$ cat src/rtl/boot_sequencer_if.sv
// Boot sequencer signal bundle.
// Groups the PLL/bootloader-side inputs and the bootloader reset plus
// SB_WARMBOOT outputs of the boot sequencer into one port.
//   pll_lock      : PLL LOCK, already synchronous to clk_48mhz
//   boot_req      : boot level from tinyfpga_bootloader
//   core_reset    : active-high reset to tinyfpga_bootloader
//   warmboot_s1   : SB_WARMBOOT S1
//   warmboot_s0   : SB_WARMBOOT S0
//   warmboot_boot : SB_WARMBOOT BOOT (sticky until reset)
//   busy          : high whenever the sequencer is not in RUN
// Modports:
//   master : the sequencer (drives reset/warmboot/busy)
//   slave  : the board side (drives pll_lock/boot_req)
interface boot_sequencer_if;
    logic pll_lock;
    logic boot_req;
    logic core_reset;
    logic warmboot_s1;
    logic warmboot_s0;
    logic warmboot_boot;
    logic busy;

    modport master (
        input  pll_lock,
        input  boot_req,
        output core_reset,
        output warmboot_s1,
        output warmboot_s0,
        output warmboot_boot,
        output busy
    );

    modport slave (
        output pll_lock,
        output boot_req,
        input  core_reset,
        input  warmboot_s1,
        input  warmboot_s0,
        input  warmboot_boot,
        input  busy
    );
endinterface

$ cat src/rtl/boot_sequencer.sv
// Boot sequencer for the Catena 4710 bootloader.
// Holds tinyfpga_bootloader in reset until PLL lock has been stable for
// LOCK_CYCLES, then on a boot request waits BOOT_DELAY_CYCLES (so the last
// USB handshake completes) before driving SB_WARMBOOT BOOT.
// Ports:
//   i_clk_48mhz : PLL output clock, rising-edge logic
//   i_reset     : synchronous active-high reset
//   bus         : boot_sequencer_if.master (pll_lock, boot_req in;
//                 core_reset, warmboot_s1/s0/boot, busy out; all registered)
//
// state       | meaning
// ------------+--------------------------------------------------------
// LOCK_WAIT   | core held in reset, counting consecutive pll_lock samples
// RUN         | core running, waiting for a boot request
// BOOT_DELAY  | request latched, counting guard delay, core still running
// BOOT_ASSERT | warmboot issued, core in reset; left only by i_reset
module boot_sequencer #(
    parameter int          LOCK_CYCLES       = 4800,
    parameter int          BOOT_DELAY_CYCLES = 48000,
    parameter logic [1:0]  BOOT_IMAGE        = 2'b01
) (
    input  logic              i_clk_48mhz,
    input  logic              i_reset,
    boot_sequencer_if.master  bus
);

    localparam int CNT_MAX_VAL = (LOCK_CYCLES > BOOT_DELAY_CYCLES) ? LOCK_CYCLES : BOOT_DELAY_CYCLES;
    localparam int CNT_W       = $clog2(CNT_MAX_VAL + 1);

    localparam logic [CNT_W-1:0] LOCK_LAST  = CNT_W'(LOCK_CYCLES - 1);
    localparam logic [CNT_W-1:0] DELAY_LAST = CNT_W'(BOOT_DELAY_CYCLES - 1);
    localparam logic [CNT_W-1:0] CNT_SAT    = {CNT_W{1'b1}};

    typedef enum logic [1:0] {
        LOCK_WAIT   = 2'd0,
        RUN         = 2'd1,
        BOOT_DELAY  = 2'd2,
        BOOT_ASSERT = 2'd3
    } state_t;

    state_t           r_state;
    state_t           w_state_nxt;
    logic [CNT_W-1:0] r_cnt;
    logic [CNT_W-1:0] w_cnt_nxt;
    logic [CNT_W-1:0] w_cnt_inc;
    logic             r_core_reset;
    logic             r_boot;
    logic             r_busy;
    logic [1:0]       r_image;
    logic             w_core_reset_nxt;
    logic             w_boot_nxt;
    logic             w_busy_nxt;

    // Saturating increment: the counter never wraps even if a terminal
    // compare were somehow missed.
    assign w_cnt_inc = (r_cnt == CNT_SAT) ? r_cnt : r_cnt + CNT_W'(1);

    always_comb begin
        w_state_nxt = r_state;
        w_cnt_nxt   = r_cnt;
        case (r_state)
            LOCK_WAIT: begin
                if (!bus.pll_lock) begin
                    w_cnt_nxt = '0;
                end else if (r_cnt == LOCK_LAST) begin
                    w_state_nxt = RUN;
                    w_cnt_nxt   = '0;
                end else begin
                    w_cnt_nxt = w_cnt_inc;
                end
            end
            RUN: begin
                // Loss of lock wins over a simultaneous request.
                if (!bus.pll_lock) begin
                    w_state_nxt = LOCK_WAIT;
                    w_cnt_nxt   = '0;
                end else if (bus.boot_req) begin
                    w_state_nxt = BOOT_DELAY;
                    w_cnt_nxt   = '0;
                end
            end
            BOOT_DELAY: begin
                if (!bus.pll_lock) begin
                    w_state_nxt = LOCK_WAIT;
                    w_cnt_nxt   = '0;
                end else if (r_cnt == DELAY_LAST) begin
                    w_state_nxt = BOOT_ASSERT;
                    w_cnt_nxt   = '0;
                end else begin
                    w_cnt_nxt = w_cnt_inc;
                end
            end
            BOOT_ASSERT: begin
                w_state_nxt = BOOT_ASSERT;
            end
            default: begin
                w_state_nxt = LOCK_WAIT;
                w_cnt_nxt   = '0;
            end
        endcase
    end

    // Outputs are registered from the next state so they change on the same
    // edge as the state they describe.
    always_comb begin
        w_core_reset_nxt = !((w_state_nxt == RUN) || (w_state_nxt == BOOT_DELAY));
        w_boot_nxt       = (w_state_nxt == BOOT_ASSERT);
        w_busy_nxt       = (w_state_nxt != RUN);
    end

    always_ff @(posedge i_clk_48mhz) begin
        if (i_reset) begin
            r_state      <= LOCK_WAIT;
            r_cnt        <= '0;
            r_core_reset <= 1'b1;
            r_boot       <= 1'b0;
            r_busy       <= 1'b1;
            r_image      <= BOOT_IMAGE;
        end else begin
            r_state      <= w_state_nxt;
            r_cnt        <= w_cnt_nxt;
            r_core_reset <= w_core_reset_nxt;
            r_boot       <= w_boot_nxt;
            r_busy       <= w_busy_nxt;
            r_image      <= BOOT_IMAGE;
        end
    end

    assign bus.core_reset    = r_core_reset;
    assign bus.warmboot_boot = r_boot;
    assign bus.busy          = r_busy;
    assign bus.warmboot_s1   = r_image[1];
    assign bus.warmboot_s0   = r_image[0];

endmodule

$ cat src/flat_wrapper.sv
// flat-port wrapper written by rule: the top's interface ports become plain ports
module boot_sequencer_flat 
#(
    parameter int          LOCK_CYCLES       = 4800,
    parameter int          BOOT_DELAY_CYCLES = 48000,
    parameter logic [1:0]  BOOT_IMAGE        = 2'b01
)
  (i_clk_48mhz, i_reset, bus_pll_lock, bus_boot_req, bus_core_reset, bus_warmboot_s1, bus_warmboot_s0, bus_warmboot_boot, bus_busy);
  boot_sequencer_if bus_i ();
  input  logic i_clk_48mhz;
  input  logic i_reset;
  input wire logic [$bits(bus_i.pll_lock)-1:0] bus_pll_lock;
  input wire logic [$bits(bus_i.boot_req)-1:0] bus_boot_req;
  output wire logic [$bits(bus_i.core_reset)-1:0] bus_core_reset;
  output wire logic [$bits(bus_i.warmboot_s1)-1:0] bus_warmboot_s1;
  output wire logic [$bits(bus_i.warmboot_s0)-1:0] bus_warmboot_s0;
  output wire logic [$bits(bus_i.warmboot_boot)-1:0] bus_warmboot_boot;
  output wire logic [$bits(bus_i.busy)-1:0] bus_busy;
  assign bus_i.pll_lock = bus_pll_lock;
  assign bus_i.boot_req = bus_boot_req;
  assign bus_core_reset = bus_i.core_reset;
  assign bus_warmboot_s1 = bus_i.warmboot_s1;
  assign bus_warmboot_s0 = bus_i.warmboot_s0;
  assign bus_warmboot_boot = bus_i.warmboot_boot;
  assign bus_busy = bus_i.busy;
  boot_sequencer #(.LOCK_CYCLES(LOCK_CYCLES), .BOOT_DELAY_CYCLES(BOOT_DELAY_CYCLES), .BOOT_IMAGE(BOOT_IMAGE)) u_core (.i_clk_48mhz(i_clk_48mhz), .i_reset(i_reset), .bus(bus_i));
endmodule
$ cat config.mk
export PLATFORM = sky130hd
export DESIGN_NAME = boot_sequencer_flat
export DESIGN_NICKNAME = d
export VERILOG_FILES = /design/src/rtl/boot_sequencer_if.sv /design/src/rtl/boot_sequencer.sv /design/src/flat_wrapper.sv
export SDC_FILE = /design/constraint.sdc
export NUM_CORES = 1
export LEC_CHECK = 0
export CAP_MARGIN = 20
export CORE_MARGIN = 3
export CORE_UTILIZATION = 57
export CTS_CLUSTER_DIAMETER = 150
export DETAILED_ROUTE_END_ITERATION = 8
export PLACE_DENSITY = 0.78
export REMOVE_ABC_BUFFERS = 1
export SYNTH_ARGS = -nofsm -noshare
export SYNTH_HDL_FRONTEND = slang
export SYNTH_SLANG_ARGS = --single-unit
$ cat constraint.sdc
create_clock -name i_clk_48mhz -period 3 [get_ports i_clk_48mhz]
set_input_delay 0.45 -clock i_clk_48mhz [delete_from_list [all_inputs] [get_ports i_clk_48mhz]]
set_output_delay 0.45 -clock i_clk_48mhz [all_outputs]
set_load 0.02 [all_outputs]
Word level (Yosys, flattened, before mapping)
Cells that the tools add are included.
W data, S select, Z words.
- logic and storage cells: 37
- output and inout port bits: 5
- input port bits: 4
- memories: 0
- bits in read-only memories: 0
- register bits: 21
- bits in latches: 0
- RAM bits: 0
- order comparisons: 0
- mux-type cells: 15
- $add $sub $neg: 1
- eq/ne operators: 11
- bitwise operators: 0
- shift operators: 0
- multipliers: 0
- reduce and logical (&&, ||, !) cells: 5
- divide/modulo/power cells: 0
- operators by type and width (cell ; count):
    $mux W16 ; 7
    $pmux W16 S3 ; 1
    $eq A16 B16 Y1 const B ; 2
    $add A16 B1 Y16 const B ; 1
    $eq A16 B13 Y1 const B ; 1
    $mux W2 ; 6
    $eq A2 B2 Y1 const B ; 4
    $pmux W2 S4 ; 1
    $eq A2 B1 Y1 const B ; 2
    $ne A3 B3 Y1 const B ; 1
    $reduce_bool A3 Y1 ; 1
    $logic_not A2 Y1 ; 1
    $ne A2 B1 Y1 const B ; 1
    $reduce_and A2 Y1 ; 1
    $logic_not A1 Y1 ; 1
    $logic_or A1 B1 Y1 ; 1

Longest topological paths before layout
- word-level depth: 7
- gate-level depth with buffers: 9
- depth with buffers taken out: 9

Worst setup path before layout
OpenSTA, ideal clock, no wires.
- path type: register to register
- start: register u_core.r_cnt[0]
- end: register u_core.r_core_reset, in the netlist u_core.bus.core_reset
- cell stages (with the launch flop): 9
- data required time: 2.883 ns
- data arrival time: 2.034 ns
- slack: 0.849 ns
- library setup time: 0.117 ns
- path through: dfxtp_1 -> ha_1 -> nand4_1 -> or4_4 -> o21ai_0 -> a32o_1 -> inv_1 -> ha_1 -> nand2_1
- longest elaborated chain between the ends: 7
- elaborated cells between the ends (all ways): 11
- those cells by class: eq/ne (4); mux (5); reduce/logical (2)
- ends and longest elaborated chain (element ; RTL line ; text):
    start, declared ; boot_sequencer.sv:43 ; logic [CNT_W-1:0] r_cnt;
    start signal, assigned ; boot_sequencer.sv:121 ; r_cnt <= w_cnt_nxt;
    $eq A16 B16 Y1 or $eq A16 B13 Y1 (tied branches) ; boot_sequencer.sv:86, boot_sequencer.sv:65 ;
    $mux W2 (on tied branches) ; boot_sequencer.sv:86, boot_sequencer.sv:65 ;
    $mux W2 (on tied branches) ; boot_sequencer.sv:83, boot_sequencer.sv:63 ;
    $pmux W2 S4 (*) ; boot_sequencer.sv:61 ; case (r_state)
    $eq A2 B1 Y1 or $eq A2 B2 Y1 (tied branches) ; boot_sequencer.sv:106 ; w_core_reset_nxt = !((w_state_nxt == RUN) || (w_state_nxt == BOOT_DELAY));
    $logic_or A1 B1 Y1 (*) ; boot_sequencer.sv:106 ;
    $logic_not A1 Y1 (*) ; boot_sequencer.sv:106 ;
    end signal, assigned ; boot_sequencer.sv:122 ; r_core_reset <= w_core_reset_nxt;
    end, declared ; boot_sequencer.sv:46 ; logic r_core_reset;
Mark *: on every way between the ends. The rest lies on a longest branch, timed or not.
A chain may end at the register's enable or synchronous reset.

Worst setup path after layout
- start: register u_core.r_cnt[0]
- end: register u_core.r_cnt[5]
- longest elaborated chain between the ends: 5
- elaborated cells between the ends (all ways): 10
- those cells by class: add/sub (1); eq/ne (3); mux (6)
- ends and longest elaborated chain (element ; RTL line ; text):
    $add A16 B1 Y16 or $eq A16 B16 Y1 (tied branches) ; boot_sequencer.sv:56 ; assign w_cnt_inc = (r_cnt == CNT_SAT) ? r_cnt : r_cnt + CNT_W'(1);
    $mux W16 ; boot_sequencer.sv:56 ;
    $mux W16 (on tied branches) ; boot_sequencer.sv:86, boot_sequencer.sv:65 ;
    $mux W16 (on tied branches) ; boot_sequencer.sv:83, boot_sequencer.sv:63 ;
    $pmux W16 S3 (*) ; boot_sequencer.sv:61 ;
Marked as above.

==> key figures <==
Synth
  – Top post-synthesis cells by area: dfxtp_1, ha_1, xnor2_1
  – Syn avg cell area: 8.51 um^2
  – Post-synthesis adder-cell area fraction: 7.90%
  – Synth Flop Type: dfxtp_1
  – EDFF count, synth: 0
  – Area leader, netlist: dfxtp_1
  – Multiplexer share of the synthesized area: 2.37%
  – Synth top cells by count: dfxtp_1, nor2_1, nand2_1
  – Top cell type's share of synthesized area: 33.2%
  – Register area share after synthesis: 33.2%
  – Fraction of registers with async set/reset: 0%
  – Post-synthesis compound-gate area fraction: 12.5%
  – Synthesis Warnings: 0
  – Mapped Area: 1270 um^2
  – Synth Instances: 149
  – Main combinational cell family by area after synthesis: simple AND/OR/NAND/NOR gates
  – Xor and xnor area share after synthesis: 6.91%
  – Yosys cell types: 45
  – Synth Area in Simple Gates: 31.2%
  – Most frequent cell after synthesis: dfxtp_1
  – FF+latch count, synth: 21

Pwr
  – NetSw: 92.6 uW
  – Net Sw Frac: 21.5%
  – Internal: 339 uW
  – Logic pwr share: 4.4%
  – VDD IR max: 0.000260 V
  – Static Leak: 0.459 nW
  – Overall Power: 431 uW
  – Clock power frac: 30.3%
  – Pwr dens: 314 nW/um^2
  – Flop pwr share: 65.3%

Clocking
  – Reg clk slew, reported paths: 110 ps
  – Root buffer cell: clkbuf_4
  – Clk sinks: 21
  – Clock latency at the later pin of the worst-skew pair: 290 ps
  – CTS Hold Bufs: 0
  – CTS tree: built
  – Post-CTS Resized: 0
  – Max Root-Sink Buffers: 2
  – Inserted Clock Buffers: 3
  – Postcts setup bufs: 0
  – H-tree depth: 1

Run status
  – Outcome: complete, no violations

Floorplan
  – Die span in x: 53.2 um
  – Area of the core: 2040 um^2
  – Die height: 53.2 um
  – Initial Util: 62.1%
  – Die area: 2830 um^2
  – FP Rows: 16
  – I/O pins: 9

GRT
  – Gr ovfl total: 0
  – Number of global-route vias before repair: 992
  – All-Layer GR Usage: 20.5%
  – Initial antenna violation count: 0
  – Largest net degree at the start of global routing: 15
  – First-pass GRT wire length: 4.28 mm

Detailed routing
  – Via count: 1067
  – Total wire length: 2.47 mm
  – First drt pass iteration count: 4
  – Drc violations: 0
  – Routed len/inst: 13.4 um
  – Final ANT Viol Nets: 0
  – Avg Vias per Cell: 5.80
  – Iter 0 DRT Violations: 23

Worst setup path
  – Worst path top cell family by delay: simple AND/OR/NAND/NOR gates
  – Worst path slowest cell: nor4_2
  – Buf/Inv on CP: 1
  – CP max stage delay: 690 ps
  – Crit-path max FO: 9
  – Startpoint Class: register
  – FF-to-FF setup slack: 700 ps
  – Worst EP arrival: 2480 ps
  – Worst path required time: 3180 ps
  – Crit. End Element: register
  – CP Class: register to register
  – Crit-path cells: ha_1, nand4_1, buf_4, nor4_2, or3_1, xor2_1, nor2_1

STA
  – Max-slew headroom: 47.6%
  – FMAX: 0.435 GHz
  – Fin crit share: 76.6%
  – Post-route setup TNS: 0 ps
  – Hold slack: 518 ps
  – Endpoints failing setup: 0
  – Final Max Slew Viols: 0
  – Clock Skew: 1.37 ps
  – Final Critical Period: 2300 ps
  – Actual slew at the worst max-slew pin: 780 ps
  – RSZ-0062 raised after global routing: no
  – PnR worst setup slack: 703 ps
  – Final hold violation count: 0

Finish
  – Share of layout cells above drive strength 1: 10.2%
  – Layout area overhead: 8.29%
  – Nets: 170
  – Final Cell Area: 1370 um^2
  – Util after Layout: 67.2%
  – ANT cells: 0
  – Finished Layout Cells: 184

Placement
  – Worst slack, placed: 618 ps
  – Gp weighted congestion: 0.960
  – Number of port buffers: 6
  – Placed cells: 180
  – HPWL after detailed placement: 1.89 mm
  – Area after DPL: 1350 um^2

Run
  – Max-cap violations: 0

Min path
  – Hold WC Path Type: register to register
==> registers in the layout, indices dropped and copies added (netlist names) <==
name,flops
u_core.bus.busy,1
u_core.r_state,2
u_core.bus.warmboot_boot,1
u_core.r_cnt,16
u_core.bus.core_reset,1
==> worst reg2reg max path, cell delays in order (launching register included) <==
cell and delay, ps:
dfxtp_1 400, ha_1 210, nand4_1 200, buf_4 220
nor4_2 690, or3_1 250, xor2_1 160, nor2_1 50
==> per-layer routing <==
layer  vias to the layer above  track usage (%)  part of all wire (%)  wire length, um
met5                         -                0                     0                0
met4                         0             6.38                   1.9               46
met3                         7             5.07                   4.8              118
met2                        24             33.7                    44             1100
met1                       490             26.2                    49             1210
li1                        546                -                     -                -
==> final timing paths <==
| path | from | to | cells after the start |
|---|---|---|---|
| max reg2reg | u_core.r_cnt[0] | u_core.r_cnt[5] | 7 |
| min reg2reg | u_core.r_cnt[13] | u_core.r_cnt[13] | 2 |
| max | u_core.r_cnt[0] | u_core.r_cnt[5] | 7 |
| min | u_core.r_cnt[13] | u_core.r_cnt[13] | 2 |
==> layout by cell type (no fill, tap or decap), drive strengths merged, types with 5 or more instances in the layout <==
master | synthesis | routed
nor4 | 7 | 7
nor2 | 17 | 17
clkdlybuf4s50 | 0 | 6
dfxtp | 21 | 21
ha | 8 | 8
xnor2 | 7 | 7
nand3 | 9 | 9
inv | 10 | 10
nor3 | 5 | 5
nand2 | 11 | 11
==> cell families after synthesis <==
| kind of cell | after synthesis |
|---|---|
| AND/OR/NAND/NOR | 71 |
| flip-flops | 21 |
| AO/OA/AOI/OAI | 20 |
| buffers and inverters | 14 |
| XOR/XNOR | 10 |
| adder cells (fa/ha/maj) | 8 |
| multiplexers | 3 |
| other | 2 |
==> power by group through the flow <==
stage               Clock (mW)  Combinational [mW]  Sequential, mW
global route             0.152              0.0221           0.282
floorplan                    0              0.0103           0.288
global placement             0              0.0190           0.288
finish                   0.131              0.0192           0.281
detailed placement           0              0.0194           0.288
CTS                      0.138              0.0195           0.282
==> layout make-up <==
type / count / area, um^2
inverter: 10 / 37.5
sequential: 21 / 420
clock buffer: 4 / 26.3
tap: 27 / 33.8
multi-input combinational: 114 / 779
timing repair buffer: 8 / 75.1
fill: 184 / 669
Power figures use the tool's default switching activity.
